### config.mk
export PLATFORM = sky130hd
export DESIGN_NAME = nibble_serial_adder_ctrl_flat
export DESIGN_NICKNAME = d
export VERILOG_FILES = /design/src/rtl/nibble_serial_adder_ctrl_pkg.sv /design/src/rtl/nibble_serial_adder_ctrl_if.sv /design/src/rtl/nibble_serial_adder_ctrl_full_adder_4bit.sv /design/src/rtl/nibble_serial_adder_ctrl.sv /design/src/flat_wrapper.sv
export SDC_FILE = /design/constraint.sdc
export NUM_CORES = 1
export LEC_CHECK = 0
export ABC_AREA = 0
export CAP_MARGIN = 40
export CORE_MARGIN = 8
export CORE_UTILIZATION = 55
export DETAILED_ROUTE_END_ITERATION = 8
export PLACE_DENSITY_LB_ADDON = 0.05
export SYNTH_ARGS = -nofsm -noshare
export SYNTH_HDL_FRONTEND = slang
export SYNTH_HIERARCHICAL = 1
export SYNTH_SLANG_ARGS = --single-unit
### constraint.sdc
create_clock -name i_clk -period 6.1 [get_ports i_clk]
set_input_delay 0.915 -clock i_clk [delete_from_list [all_inputs] [get_ports i_clk]]
set_output_delay 0.915 -clock i_clk [all_outputs]
set_load 0.05 [all_outputs]
### src/rtl/nibble_serial_adder_ctrl_pkg.sv
// rtl/nibble_serial_adder_ctrl_pkg.sv - shared state encodings and nibble width for the serial adder
package adder_ctrl_pkg;

  localparam int NIB_W = 4;

  typedef enum logic [1:0] {
    ST_IDLE = 2'd0,
    ST_RUN  = 2'd1,
    ST_DONE = 2'd2
  } state_e;

endpackage

### src/rtl/nibble_serial_adder_ctrl_if.sv
// rtl/nibble_serial_adder_ctrl_if.sv - start/done request bus between requester and serial adder
interface nibble_serial_adder_ctrl_if #(
  parameter int WIDTH = 16
);

  logic             i_start;
  logic             i_sub;
  logic             i_c_in;
  logic [WIDTH-1:0] i_a;
  logic [WIDTH-1:0] i_b;
  logic             o_ready;
  logic             o_busy;
  logic             o_done;
  logic [WIDTH-1:0] o_sum;
  logic             o_cout;
  logic             o_ovf;

  modport master (
    output i_start, i_sub, i_c_in, i_a, i_b,
    input  o_ready, o_busy, o_done, o_sum, o_cout, o_ovf
  );

  modport slave (
    input  i_start, i_sub, i_c_in, i_a, i_b,
    output o_ready, o_busy, o_done, o_sum, o_cout, o_ovf
  );

endinterface

### src/rtl/nibble_serial_adder_ctrl_full_adder_4bit.sv
// rtl/nibble_serial_adder_ctrl_full_adder_4bit.sv - 4-bit ripple-carry adder shared across nibbles
module full_adder_4bit
  import adder_ctrl_pkg::*;
(
  input  logic [NIB_W-1:0] a_i,
  input  logic [NIB_W-1:0] b_i,
  input  logic             c_i,
  output logic [NIB_W-1:0] sum_o,
  output logic             c_o
);

  logic c;

  always_comb begin
    sum_o = '0;
    c     = c_i;
    for (int i = 0; i < NIB_W; i++) begin
      sum_o[i] = a_i[i] ^ b_i[i] ^ c;
      c        = (a_i[i] & b_i[i]) | (c & (a_i[i] ^ b_i[i]));
    end
    c_o = c;
  end

endmodule

### src/rtl/nibble_serial_adder_ctrl.sv
// rtl/nibble_serial_adder_ctrl.sv - WIDTH-bit add/subtract sequenced LS nibble first through one 4-bit adder
module nibble_serial_adder_ctrl
  import adder_ctrl_pkg::*;
#(
  parameter int WIDTH = 16
) (
  input  logic                           i_clk,
  input  logic                           i_rst,
  nibble_serial_adder_ctrl_if.slave      bus
);

  localparam int NIB = WIDTH / NIB_W;
  localparam int IW  = (NIB > 1) ? $clog2(NIB) : 1;
  localparam logic [IW-1:0] LAST_IDX = IW'(NIB - 1);

  state_e           state_q, state_d;
  logic [IW-1:0]    idx_q, idx_d;
  logic             carry_q, carry_d;
  logic [WIDTH-1:0] a_q, a_d;
  logic [WIDTH-1:0] b_q, b_d;
  logic [WIDTH-1:0] sum_q, sum_d;
  logic             cout_q, cout_d;
  logic             ovf_q, ovf_d;

  logic [NIB_W-1:0] a_nib, b_nib, nib_sum;
  logic             nib_cout;

  always_comb begin
    a_nib = '0;
    b_nib = '0;
    for (int i = 0; i < NIB; i++) begin
      if (idx_q == IW'(i)) begin
        a_nib = a_q[i*NIB_W +: NIB_W];
        b_nib = b_q[i*NIB_W +: NIB_W];
      end
    end
  end

  full_adder_4bit u_adder (
    .a_i   (a_nib),
    .b_i   (b_nib),
    .c_i   (carry_q),
    .sum_o (nib_sum),
    .c_o   (nib_cout)
  );

  always_comb begin
    state_d = state_q;
    idx_d   = idx_q;
    carry_d = carry_q;
    a_d     = a_q;
    b_d     = b_q;
    sum_d   = sum_q;
    cout_d  = cout_q;
    ovf_d   = ovf_q;
    case (state_q)
      ST_IDLE: begin
        if (bus.i_start) begin
          state_d = ST_RUN;
          a_d     = bus.i_a;
          // subtract as A + ~B + 1; carry-in is forced so i_c_in has no effect
          b_d     = bus.i_sub ? ~bus.i_b : bus.i_b;
          carry_d = bus.i_sub | bus.i_c_in;
          idx_d   = '0;
          sum_d   = '0;
          cout_d  = 1'b0;
          ovf_d   = 1'b0;
        end
      end
      ST_RUN: begin
        for (int i = 0; i < NIB; i++) begin
          if (idx_q == IW'(i)) begin
            sum_d[i*NIB_W +: NIB_W] = nib_sum;
          end
        end
        carry_d = nib_cout;
        idx_d   = idx_q + IW'(1);
        if (idx_q == LAST_IDX) begin
          state_d = ST_DONE;
          cout_d  = nib_cout;
          ovf_d   = (a_q[WIDTH-1] == b_q[WIDTH-1]) && (nib_sum[NIB_W-1] != a_q[WIDTH-1]);
        end
      end
      ST_DONE: begin
        state_d = ST_IDLE;
      end
      default: begin
        state_d = ST_IDLE;
      end
    endcase
  end

  always_ff @(posedge i_clk or posedge i_rst) begin
    if (i_rst) begin
      state_q <= ST_IDLE;
      idx_q   <= '0;
      carry_q <= 1'b0;
      a_q     <= '0;
      b_q     <= '0;
      sum_q   <= '0;
      cout_q  <= 1'b0;
      ovf_q   <= 1'b0;
    end else begin
      state_q <= state_d;
      idx_q   <= idx_d;
      carry_q <= carry_d;
      a_q     <= a_d;
      b_q     <= b_d;
      sum_q   <= sum_d;
      cout_q  <= cout_d;
      ovf_q   <= ovf_d;
    end
  end

  assign bus.o_ready = (state_q == ST_IDLE);
  assign bus.o_busy  = (state_q == ST_RUN);
  assign bus.o_done  = (state_q == ST_DONE);
  assign bus.o_sum   = sum_q;
  assign bus.o_cout  = cout_q;
  assign bus.o_ovf   = ovf_q;

endmodule

### src/flat_wrapper.sv
// flat-port wrapper written by rule: the top's interface ports become plain ports
module nibble_serial_adder_ctrl_flat import adder_ctrl_pkg::*;
#(
  parameter int WIDTH = 16
)
  (i_clk, i_rst, bus_i_start, bus_i_sub, bus_i_c_in, bus_i_a, bus_i_b, bus_o_ready, bus_o_busy, bus_o_done, bus_o_sum, bus_o_cout, bus_o_ovf);
  nibble_serial_adder_ctrl_if #(.WIDTH(WIDTH)) bus_i ();
  input  logic i_clk;
  input  logic i_rst;
  input wire logic [$bits(bus_i.i_start)-1:0] bus_i_start;
  input wire logic [$bits(bus_i.i_sub)-1:0] bus_i_sub;
  input wire logic [$bits(bus_i.i_c_in)-1:0] bus_i_c_in;
  input wire logic [$bits(bus_i.i_a)-1:0] bus_i_a;
  input wire logic [$bits(bus_i.i_b)-1:0] bus_i_b;
  output wire logic [$bits(bus_i.o_ready)-1:0] bus_o_ready;
  output wire logic [$bits(bus_i.o_busy)-1:0] bus_o_busy;
  output wire logic [$bits(bus_i.o_done)-1:0] bus_o_done;
  output wire logic [$bits(bus_i.o_sum)-1:0] bus_o_sum;
  output wire logic [$bits(bus_i.o_cout)-1:0] bus_o_cout;
  output wire logic [$bits(bus_i.o_ovf)-1:0] bus_o_ovf;
  assign bus_i.i_start = bus_i_start;
  assign bus_i.i_sub = bus_i_sub;
  assign bus_i.i_c_in = bus_i_c_in;
  assign bus_i.i_a = bus_i_a;
  assign bus_i.i_b = bus_i_b;
  assign bus_o_ready = bus_i.o_ready;
  assign bus_o_busy = bus_i.o_busy;
  assign bus_o_done = bus_i.o_done;
  assign bus_o_sum = bus_i.o_sum;
  assign bus_o_cout = bus_i.o_cout;
  assign bus_o_ovf = bus_i.o_ovf;
  nibble_serial_adder_ctrl #(.WIDTH(WIDTH)) u_core (.i_clk(i_clk), .i_rst(i_rst), .bus(bus_i));
endmodule
Yosys cells after proc, flatten, opt, wreduce, memory -nomap -nowiden
Index checks and enable logic that the tools add are counted.
{"block": "word_totals", "reg_bits": 55, "output_inout_bits": 21}
{"block": "op_classes", "eq_ne": 12, "addsub": 1, "reduce_logical": 11, "n_bitwise": 22, "n_mux": 27}
{"cell": "$mux 4", "count": 12}
{"cell": "$mux 16", "count": 2}
{"cell": "$pmux 16 s2", "count": 1}
{"cell": "$not 16->16", "count": 1}
{"cell": "$reduce_and 3->1", "count": 4}
{"cell": "$and 1x1->1", "count": 8}
{"cell": "$ne 2x1->1 const B", "count": 4}
{"cell": "$pmux 2 s2", "count": 2}
{"cell": "$xor 1x1->1", "count": 8}
{"cell": "$eq 2x2->1 const B", "count": 3}
{"cell": "$mux 2", "count": 3}
{"cell": "$pmux 1 s2", "count": 3}
{"cell": "$reduce_and 2->1", "count": 3}
{"cell": "$or 1x1->1", "count": 5}
{"cell": "$eq 2x1->1 const B", "count": 2}
{"cell": "$logic_not 2->1", "count": 2}
{"cell": "$mux 1", "count": 4}
{"cell": "$add 2x1->2 const B", "count": 1}
{"cell": "$ne 2x2->1 const B", "count": 1}
{"cell": "$reduce_bool 2->1", "count": 1}
{"cell": "$eq 1x1->1", "count": 1}
{"cell": "$logic_and 1x1->1", "count": 1}
{"cell": "$ne 1x1->1", "count": 1}

Longest topological paths before layout
{"block": "logic_depth", "depth_word": 17, "mapped_depth": 18, "mapped_depth_nobuf": 16}

By module
The synthesis kept the hierarchy.
{"module": "nibble_serial_adder_ctrl", "area_per_inst_um2": 2635.0, "n_inst": 1, "seq_area_each_um2": 1376.3, "cells_per_inst": 225}
{"module": "full_adder_4bit", "area_per_inst_um2": 117.6, "n_inst": 1, "seq_area_each_um2": 0.0, "cells_per_inst": 14}

Worst setup path before layout
OpenSTA, ideal clock, no wires.
{"block": "synth_timing", "path_kind": "register to register", "start": "register u_core.idx_q[1]", "end": "register u_core.ovf_q (netlist: u_core/bus.o_ovf)", "period_less_slack_ns": 3.377, "setup_ns": 0.128, "path_stages_with_launch": 19, "setup_slack_ns": 2.723, "required_ns": 5.972, "arrival_ns": 3.249, "n_path_buf": 2, "cell_sequence": "dfrtp_1 -> inv_1 -> ha_1 -> buf_2 -> nor2b_1 -> buf_2 -> a221oi_1 -> o31ai_1 -> fa_1 -> inv_1 -> fa_1 -> inv_1 -> fa_1 -> inv_1 -> fa_1 -> inv_1 -> and3b_1 -> a21oi_1 -> o21ai_0"}
{"block": "synth_between", "elab_chain_cells": 17, "elab_cells_between_ends": 32, "classes_between": "eq/ne (5); mux (10); bitwise (14); reduce/logical (3)"}
{"element": "start, declared", "line_no": "nibble_serial_adder_ctrl.sv:17", "rtl": "logic [IW-1:0] idx_q, idx_d;"}
{"element": "start signal, assigned", "line_no": "nibble_serial_adder_ctrl.sv:105", "rtl": "idx_q <= idx_d;"}
{"element": "$logic_not 2->1", "line_no": "nibble_serial_adder_ctrl.sv:32", "rtl": "if (idx_q == IW'(i)) begin"}
{"element": "$mux 4 (3 in series)", "line_no": "nibble_serial_adder_ctrl.sv:32"}
{"element": "$mux 4 (*)", "line_no": "nibble_serial_adder_ctrl.sv:32"}
{"element": "via u_core.a_nib[0]", "line_no": "nibble_serial_adder_ctrl.sv:25", "rtl": "logic [NIB_W-1:0] a_nib, b_nib, nib_sum;"}
{"element": "$xor 1x1->1", "line_no": "nibble_serial_adder_ctrl_full_adder_4bit.sv:19", "rtl": "c = (a_i[i] & b_i[i]) | (c & (a_i[i] ^ b_i[i]));"}
{"element": "$and 1x1->1", "line_no": "nibble_serial_adder_ctrl_full_adder_4bit.sv:19"}
{"element": "$or 1x1->1 (*)", "line_no": "nibble_serial_adder_ctrl_full_adder_4bit.sv:19"}
{"element": "$and 1x1->1 (*)", "line_no": "nibble_serial_adder_ctrl_full_adder_4bit.sv:19"}
{"element": "$or 1x1->1 (*)", "line_no": "nibble_serial_adder_ctrl_full_adder_4bit.sv:19"}
{"element": "$and 1x1->1 (*)", "line_no": "nibble_serial_adder_ctrl_full_adder_4bit.sv:19"}
{"element": "$or 1x1->1 (*)", "line_no": "nibble_serial_adder_ctrl_full_adder_4bit.sv:19"}
{"element": "$xor 1x1->1 (*)", "line_no": "nibble_serial_adder_ctrl_full_adder_4bit.sv:18", "rtl": "sum_o[i] = a_i[i] ^ b_i[i] ^ c;"}
{"element": "via u_core.nib_sum[3]", "line_no": "nibble_serial_adder_ctrl.sv:25"}
{"element": "$ne 1x1->1 (*)", "line_no": "nibble_serial_adder_ctrl.sv:81", "rtl": "ovf_d = (a_q[WIDTH-1] == b_q[WIDTH-1]) && (nib_sum[NIB_W-1] != a_q[WIDTH-1]);"}
{"element": "$logic_and 1x1->1 (*)", "line_no": "nibble_serial_adder_ctrl.sv:81"}
{"element": "$mux 1 (*)", "line_no": "nibble_serial_adder_ctrl.sv:78", "rtl": "if (idx_q == LAST_IDX) begin"}
{"element": "$pmux 1 s2 (*)", "line_no": "nibble_serial_adder_ctrl.sv:56", "rtl": "case (state_q)"}
{"element": "end signal, assigned", "line_no": "nibble_serial_adder_ctrl.sv:111", "rtl": "ovf_q <= ovf_d;"}
{"element": "end, declared", "line_no": "nibble_serial_adder_ctrl.sv:23", "rtl": "logic ovf_q, ovf_d;"}
Mark *: on every way through the listed nets, which the timed path passes. The rest lies on a longest branch. The select of a mux whose other input is x is not followed.
A chain may end at the register's enable or synchronous reset.

Final worst setup path
Ends and elaborated chain as after synthesis.

==> impl_metrics.tcl <==
set metrics [dict create \
    ys_warn_count 6 \
    hold_viol_final 0 \
    portBuffers 57 \
    synth_area_leaders "dfrtp_1, a22o_1, mux2_4" \
    die_w_microns 86.75 \
    fin_skew_ns 0.003849 \
    synthDistinctLibCells 29 \
    synth-simple-area-share 0.09909 \
    drv_slew 0 \
    regArea_sq_mm 0.001376 \
    grt_pass1_vias 1967 \
    syn2layout_area_growth_pct 26.91 \
    drt_iter0_drc 73 \
    arrival_ns 3.95 \
    met3_wirelength_microns 248 \
    initial_core_util 0.5752 \
    clockBufferDepth 2 \
    dieArea_sq_mm 0.007525 \
    die_h_microns 86.75 \
    cts_buffers 5 \
    synth.avg_cell_area_sq_um 11.52 \
    timing.fmax_mhz 266.1 \
    wire_per_inst_microns 16.86 \
    met2_length_microns 2857 \
    clock_latency_ns 0.30 \
    first_pass_iters 4 \
    worst_slack_ns 2.342 \
    synthXorXnorAreaFrac 0.05091 \
    antenna_found_initial 0 \
    ant_nets 0 \
    crit_fanout 10 \
    p_leak_nw 1.500 \
    cts_resized 0 \
    drt_wl_total_microns 6051 \
    vias 1967 \
    synthAdderAreaFrac 0.04727 \
    drv_cap 0 \
    synth_cells 239 \
    io_pins 58 \
    yosys.area.top_type "dfrtp_1" \
    wl_met1_microns 2892 \
    hold_class "reg2reg" \
    period_share 0.6160 \
    setup_tns_ns 0 \
    grt_max_degree 55 \
    num_antenna_cells 0 \
    drc 0 \
    synth_nets 284 \
    post-dp-hpwl_microns 4510 \
    multi_input_area_sq_mm 0.001227 \
    htree_levels 2 \
    nFillCells 364 \
    ctsHoldBuffers 0 \
    ir_drop_uv 355.8 \
    cts_tree "done" \
    slew_headroom 0.5640 \
    drive_gt1_frac 0.09932 \
    ff2ff_setup_slack_ns 2.34 \
    worstSetupPathType "reg2reg" \
    cp.required_ns 6.29 \
    post-place-ws_ns 2.348 \
    setup_viol 0 \
    clkTransAtPathRegs_ns 0.10 \
    endpoint_kind "flop" \
    ys_ff_latch 55 \
    grtUsageTotal 0.1697 \
    synth_top_area_share 0.5000 \
    tightest_slew_ns 0.6540 \
    synth_top_family_by_area "compound AO/OA/AOI/OAI gates" \
    status "finished clean" \
    top_layer_used "met4" \
    fin_crit_ns 3.758 \
    routed_via_density 5.479 \
    yosysSeqAreaShare 0.5000 \
    fp-row-count 25 \
    p_per_area_mw_per_mm2 612.9 \
    grt_pass1_wl_microns 10030 \
    routabilityCongestion 0.7984 \
    synth_area_sq_mm 0.002753 \
    fin_nets 336 \
    overflow 0 \
    synth_mux_area_frac 0.08318 \
    rsz0062_at_grt "no" \
    cp-start-kind "flop" \
    cts-root-buf "clkbuf_8" \
    clkSinkCount 55 \
    synth_compound_area_frac 0.1632 \
    core-area_sq_mm 0.004786 \
    post_cts_buffers 0 \
]
-- final timing paths --
path / start / endpoint / cells past startpoint
setup / recovery: u_core/idx_q[1]$_DFFE_PP0P_ / u_core/bus.o_ovf$_DFFE_PP0P_ / 16
max in group asynchronous: i_rst / u_core/bus.o_cout$_DFFE_PP0P_ / 3
hold reg to reg: u_core/bus.o_sum[10]$_DFFE_PP0P_ / u_core/bus.o_sum[10]$_DFFE_PP0P_ / 1
setup reg to reg: u_core/idx_q[1]$_DFFE_PP0P_ / u_core/bus.o_ovf$_DFFE_PP0P_ / 16
hold / removal: u_core/bus.o_sum[10]$_DFFE_PP0P_ / u_core/bus.o_sum[10]$_DFFE_PP0P_ / 1
min in group asynchronous: i_rst / u_core/a_q[3]$_DFFE_PP0P_ / 2
-- kinds of logic (layout without fill, tap and decap cells) --
| family | count (synthesis) | count (layout) |
|---|---|---|
| AO/OA/AOI/OAI | 61 | 61 |
| XOR/XNOR | 16 | 16 |
| adder cells (fa/ha/maj) | 8 | 8 |
| buffers and inverters | 30 | 83 |
| flip-flops | 55 | 55 |
| multiplexers | 17 | 17 |
| AND/OR/NAND/NOR | 52 | 52 |
-- where the power goes --
group	leakage (nW)	switching (W)	total, W	internal (W)
Sequential	0.665	0.000131	0.000660	0.000528
Combinational	0.770	0.000692	0.00120	0.000508
Clock	0.0644	0.000117	0.000281	0.000164
Total	1.50	0.000941	0.00214	0.00120
-- worst max-delay path, cell delays in order, from the launching register on --
cell      delay (ns)
dfrtp_1         0.38
inv_1           0.08
ha_1            0.31
nor2b_1         0.50
a221oi_1        0.16
o31ai_1         0.35
fa_1            0.23
inv_1           0.05
fa_1            0.35
inv_1           0.07
fa_1            0.15
inv_1           0.05
fa_1            0.43
inv_1           0.17
and3b_1         0.20
a21oi_1         0.10
o21ai_0         0.08
-- flip-flops by register name, summed over array words and instances, names as in the netlist --
register and cells:
u_core/a_q 16, u_core/b_q 16, u_core/bus.o_sum 16, u_core/idx_q 2, u_core/state_q 2, u_core/bus.o_cout 1, u_core/bus.o_ovf 1, u_core/carry_q 1
-- per-layer routing --
metal / track usage / vias to the layer above
met4: 0.03756 / 0
met2: 0.2653 / 46
met1: 0.2315 / 978
li1: - / 937
met3: 0.04064 / 6
met5: 0 / -
-- stage by stage --
step | cell area (sq um) | utilization | cells | total power (W) | hold WS [ns]
CTS | 3478 | 0.7268 | 358 | 0.002150 | 0.5103
finish | 3493 | 0.7299 | 359 | 0.002141 | 0.5119
global placement | 3322 | 0.6941 | 349 | 0.001825 | 0.4824
detailed placement | 3342 | 0.6983 | 350 | 0.001866 | 0.4874
global route | 3493 | 0.7299 | 359 | 0.002283 | 0.5213
floorplan | 2753 | - | 239 | 0.001520 | 0.4592
-- placed cells by master (no fill, tap or decap), types with 2 or more instances in the layout --
cell type        netlist  routed
a21oi_1               17      17
a221oi_1               8       8
a22o_1                22      22
and3b_1                4       4
bufinv_16              0       2
clkbuf_8               0       5
clkdlybuf4s50_1        0      57
dfrtp_1               55      55
fa_1                   4       4
ha_1                   4       4
inv_1                 15      14
mux2_1                 4       4
mux2_2                 3       3
mux2_4                10      10
nand2_1               10      10
nand3b_1               2       2
nor2_1                19      19
nor2_2                 3       3
nor2b_1               11      11
o21ai_0                2       2
o31ai_1                9       9
xnor2_1               16      16
-- final cells by class --
| type | instances | area share |
|---|---|---|
| Tap cell | 67 | 0.02400 |
| Clock buffer | 5 | 0.01970 |
| Timing Repair Buffer | 60 | 0.1755 |
| Sequential cell | 55 | 0.3940 |
| Inverter | 15 | 0.01612 |
| Multi-Input combinational cell | 154 | 0.3514 |
| Clock inverter | 3 | 0.01934 |
-- cell usage after synthesis --
library cell and count:
a21o_1 1, a21oi_1 17, a221oi_1 8, a22o_1 22, a2bb2oi_1 1, and2b_1 1, and3b_1 4, buf_2 7
buf_4 3, buf_6 3, clkbuf_1 2, dfrtp_1 55, fa_1 4, ha_1 4, inv_1 15, mux2_1 4
mux2_2 3, mux2_4 10, nand2_1 10, nand2b_1 1, nand3b_1 2, nor2_1 19, nor2_2 3, nor2b_1 11
nor3b_2 1, o21ai_0 2, o21bai_1 1, o31ai_1 9, xnor2_1 16
Note: power is estimated with default switching activity, not from simulation.
